==> src/rtl/fifo_wr_arbiter.sv <==
// Round-robin arbiter sharing one FIFO write port among NREQ requesters.
// Grants bursts of up to MAX_BURST beats and honours FIFO-full backpressure.
module fifo_wr_arbiter #(
    parameter int NREQ      = 4,
    parameter int DW        = 8,
    parameter int MAX_BURST = 4
) (
    input  logic                              clk,
    input  logic                              rst,
    input  logic [NREQ-1:0]                   req_valid,
    input  logic [NREQ*DW-1:0]                req_data,
    output logic [NREQ-1:0]                   req_ready,
    input  logic                              fifo_full,
    output logic                              fifo_wr_en,
    output logic [DW-1:0]                     fifo_wr_data,
    output logic [((NREQ > 1) ? $clog2(NREQ) : 1)-1:0] grant_id,
    output logic                              busy
);

    localparam int GW = (NREQ > 1) ? $clog2(NREQ) : 1;
    localparam int CW = (MAX_BURST > 1) ? $clog2(MAX_BURST) : 1;
    localparam int unsigned NR = NREQ;

    typedef enum logic {IDLE, XFER} state_t;

    state_t          state_q, state_d;
    logic [GW-1:0]   grant_q, grant_d;
    logic [GW-1:0]   last_q, last_d;
    logic [CW-1:0]   cnt_q, cnt_d;

    logic [GW-1:0]   sel_hi, sel_lo, sel;
    logic            found_hi, found_lo, found;
    logic            valid_g, xfer;
    logic [DW-1:0]   data_g;
    logic [NREQ-1:0] onehot_g;

    // Rotating priority: first set bit above last_q wins, else first set bit at or below it.
    always_comb begin
        sel_hi   = '0;
        sel_lo   = '0;
        found_hi = 1'b0;
        found_lo = 1'b0;
        for (int unsigned i = 0; i < NR; i++) begin
            if (req_valid[i]) begin
                if (i > 32'(last_q)) begin
                    if (!found_hi) begin
                        sel_hi   = GW'(i);
                        found_hi = 1'b1;
                    end
                end else if (!found_lo) begin
                    sel_lo   = GW'(i);
                    found_lo = 1'b1;
                end
            end
        end
        found = found_hi | found_lo;
        sel   = found_hi ? sel_hi : sel_lo;
    end

    always_comb begin
        valid_g  = 1'b0;
        data_g   = '0;
        onehot_g = '0;
        for (int unsigned i = 0; i < NR; i++) begin
            if (GW'(i) == grant_q) begin
                valid_g     = req_valid[i];
                data_g      = req_data[i*DW +: DW];
                onehot_g[i] = 1'b1;
            end
        end
    end

    always_comb begin
        state_d      = state_q;
        grant_d      = grant_q;
        last_d       = last_q;
        cnt_d        = cnt_q;
        fifo_wr_en   = 1'b0;
        fifo_wr_data = '0;
        req_ready    = '0;
        busy         = 1'b0;
        xfer         = valid_g & ~fifo_full;

        unique case (state_q)
            IDLE: begin
                if (found) begin
                    grant_d = sel;
                    last_d  = sel;
                    cnt_d   = '0;
                    state_d = XFER;
                end
            end
            XFER: begin
                busy         = 1'b1;
                fifo_wr_data = data_g;
                fifo_wr_en   = xfer;
                req_ready    = fifo_full ? '0 : onehot_g;
                // A dropped valid ends the burst even while the FIFO is full.
                if (!valid_g) begin
                    state_d = IDLE;
                end else if (xfer) begin
                    if (cnt_q == CW'(MAX_BURST - 1)) state_d = IDLE;
                    else                             cnt_d   = cnt_q + 1'b1;
                end
            end
        endcase

        if (rst) begin
            fifo_wr_en = 1'b0;
            req_ready  = '0;
            busy       = 1'b0;
        end
    end

    always_ff @(posedge clk) begin
        if (rst) begin
            state_q <= IDLE;
            grant_q <= '0;
            last_q  <= GW'(NREQ - 1);
            cnt_q   <= '0;
        end else begin
            state_q <= state_d;
            grant_q <= grant_d;
            last_q  <= last_d;
            cnt_q   <= cnt_d;
        end
    end

    assign grant_id = grant_q;

endmodule

==> config.mk <==
export PLATFORM = sky130hd
export DESIGN_NAME = fifo_wr_arbiter
export DESIGN_NICKNAME = d
export VERILOG_FILES = /design/src/rtl/fifo_wr_arbiter.sv
export SDC_FILE = /design/constraint.sdc
export NUM_CORES = 1
export LEC_CHECK = 0
export CAP_MARGIN = 0
export CORE_UTILIZATION = 32
export DETAILED_ROUTE_END_ITERATION = 8
export PLACE_DENSITY_LB_ADDON = 0.3
export SYNTH_ARGS = -nofsm -noshare
export SYNTH_HDL_FRONTEND = slang
export SYNTH_SLANG_ARGS = --single-unit
export TNS_END_PERCENT = 5
==> constraint.sdc <==
create_clock -name clk -period 1.79 [get_ports clk]
set_input_delay 0.358 -clock clk [delete_from_list [all_inputs] [get_ports clk]]
set_output_delay 0.358 -clock clk [all_outputs]
set_load 0.05 [all_outputs]
==> impl_metrics.json <==
{
  "placed_area_um2": 1450,
  "layout-drive-gt1-share": 0.462,
  "die_h_um": 48.2,
  "clock.fmax_ghz": 0.517,
  "drcViolationCount": 0,
  "cp-startpoint": "grant_id[0]",
  "syn_avg_cell_area_um2": 9.64,
  "design_area_um2": 1580,
  "path_clk_slew_ns": 0.05,
  "slowest_stage": "mux4_2",
  "synthCells": 71,
  "synth_top_area_frac": 0.296,
  "place_congestion": 0.806,
  "report.final.slew_viol_count": 0,
  "grt_pass1_vias": 823,
  "cts_max_level": 1,
  "clock_latency_ns": 0.26,
  "p_leak_nw": 0.655,
  "start_util": 0.345,
  "rsz0062_at_grt": "true",
  "drt_first_pass_iters": 5,
  "cts_buffer_depth": 2,
  "cp_num_buf_inv": 2,
  "overflow": 0,
  "finalSetupViolations": 9,
  "cp.arrival_ns": 1.58,
  "core_um2": 1980,
  "drt_iter0_markers": 15,
  "fin_total_pwr_mw": 0.903,
  "yosys.area.top_type": "mux4_2",
  "ys_seq_area_frac": 0.205,
  "crit_chain": "buf_6, mux4_2, and2_4, buf_6",
  "mappedNetlistArea_um2": 684,
  "hold_class": "flip-flop to flip-flop",
  "hold_violations": 0,
  "worst_hold_startpoint": "cnt_q[1]",
  "ant_nets": 0,
  "ys_top_cells_by_area": "mux4_2 30%, dfxtp_1 20%, and2_1 7.3%",
  "worstSetupPathType": "flip-flop to output port",
  "critical_path.startpoint_type": "flip-flop",
  "areaGrowthSynthToFinish_pct": 131,
  "path_max_fanout": 5,
  "num_rows": 16,
  "antenna_found_initial": 0,
  "ctsHoldBuffers": 0,
  "r2r-start": "grant_id[0]",
  "cap_viol_max_count": 0,
  "cp_common_cell": "buf_6",
  "antennaDiodeCount": 0,
  "violations": "negative setup slack",
  "worst_path_dominant_cell_family": "multiplexers",
  "nNetsFinal": 184,
  "cts-root-buf": "clkbuf_4",
  "grt_usage": 0.221,
  "routedWlPerCell_um": 15.4,
  "critPathMaxStageDelay_ns": 0.51,
  "dp_hpwl_mm": 1.90,
  "io_pins": 55,
  "required_ns": 1.43,
  "period_needed_ns": 1.93,
  "grt_max_degree": 16,
  "power.density_nw_per_um2": 572,
  "die_area_um2": 2330,
  "critPathCaptureType": "output port",
  "numClockSinks": 7,
  "vias_per_cell": 5.14,
  "routed_wl_mm": 2.62,
  "skew_ns": 0.000535,
  "yosysWarnings": 0,
  "cts_tree": "built",
  "period_share": 1.08,
  "vias": 873,
  "cts_buffers": 3,
  "yosys.cell_types.count": 28,
  "io_buffers": 54,
  "peakVddDrop_uv": 517,
  "ys_ff_latch": 7,
  "syn-num-nets": 111,
  "status": "finished, violations left",
  "max_slew_margin": 0.741,
  "setup_slack_ns": -0.144,
  "grt_pass1_wl_mm": 3.46,
  "max_slew.worst_pin.slew_ns": 0.385,
  "fp.dieW_um": 48.2
}
[timing repair]
action,in CTS,in global routing
pin swaps,2,1
resized for setup,22,3
setup endpoints to repair,12,13
buffers inserted,6,0
[cell usage after synthesis]
| cell type | n |
|---|---|
| o21ai_0 | 1 |
| nor4_1 | 1 |
| nand2_1 | 1 |
| o31ai_1 | 1 |
| a211oi_1 | 2 |
| mux4_2 | 9 |
| a31oi_1 | 2 |
| nor2b_1 | 2 |
| nand3b_2 | 1 |
| a21oi_2 | 1 |
| ha_1 | 1 |
| dfxtp_1 | 7 |
| nor2_1 | 7 |
| a21oi_1 | 3 |
| buf_2 | 1 |
| nor3b_1 | 2 |
| nand2b_1 | 5 |
| and2_1 | 8 |
| inv_1 | 2 |
| nor3_1 | 3 |
| nand4_1 | 1 |
| nand3_2 | 1 |
| clkbuf_1 | 3 |
| a311oi_1 | 1 |
| and4b_1 | 1 |
| a21o_1 | 2 |
| buf_6 | 1 |
| o2111ai_1 | 1 |
[cell usage in the layout, fill, tap and decap left out, drive strengths merged, types with 2 or more instances in the layout]
cell,n
a211oi,2
a21o,2
a21oi,4
a31oi,2
and2,8
buf,35
clkbuf,4
clkdlybuf4s50,32
dfxtp,7
dlygate4sd2,5
inv,2
mux4,9
nand2b,5
nor2,7
nor2b,2
nor3,3
nor3b,2
[power by group]
part | switching (mW) | total, mW | internal, mW | leakage, nW
clock | 0.0619 | 0.147 | 0.0853 | 0.0150
combinational | 0.245 | 0.557 | 0.312 | 0.581
sequential | 0.0263 | 0.199 | 0.173 | 0.0590
[registers in the layout, summed over array words and instances, names as in the netlist]
signal    count
grant_id      2
state_q       1
cnt_q         2
last_q        2
[cells by family (layout without fill, tap and decap cells)]
logic type,count (synthesis),after routing,share of synthesized area
and+or+nand+nor,33,33,0.289
muxes,9,9,0.296
buffers and inverters,7,79,0.0512
AOI/OAI and AO/OA,14,14,0.141
DFF,7,7,0.205
adders and majority gates,1,1,0.0183
[cell type report]
type | count | area [um^2]
clock buffer | 4 | 26.3
timing repair buffer | 73 | 779
inverter | 2 | 7.51
fill | 114 | 402
tap | 27 | 33.8
multi-input combinational | 57 | 586
sequential | 7 | 148
[layer usage]
metal,vias up,GRT usage,share of wire
li1,415,-,-
met2,49,0.429,0.56
met4,0,0.106,0.028
met1,400,0.214,0.32
met5,-,0,0
met3,9,0.0519,0.095
[metrics by stage]
stage / setup WS (ns) / cells / TNS (ns) / utilization / hold WS, ns
detailed placement: -0.187 / 160 / -2.02 / 0.729 / 0.485
finish: -0.144 / 170 / -1.06 / 0.797 / 0.490
floorplan: -0.0572 / 71 / -0.198 / - / 0.448
global placement: -0.176 / 160 / -1.65 / 0.729 / 0.467
CTS: -0.122 / 170 / -1.03 / 0.793 / 0.494
global route: -0.187 / 170 / -1.56 / 0.797 / 0.506
[worst reg2reg max path: stages (launching register included)]
cell and delay, ns:
dfxtp_4 0.36, buf_4 0.11, mux4_2 0.51, buf_4 0.17, nand3_2 0.09, nand3b_2 0.08, a21oi_2 0.13
[worst paths after layout]
check | cells past startpoint | endpoint | slack (ns)
worst min-delay path | 2 | cnt_q[1] | 0.49
worst max-delay path | 4 | fifo_wr_data[1] | -0.14
worst max register to register | 6 | cnt_q[1] | 0.28
worst min register to register | 2 | cnt_q[1] | 0.49
Note: power is estimated with default switching activity, not from simulation.
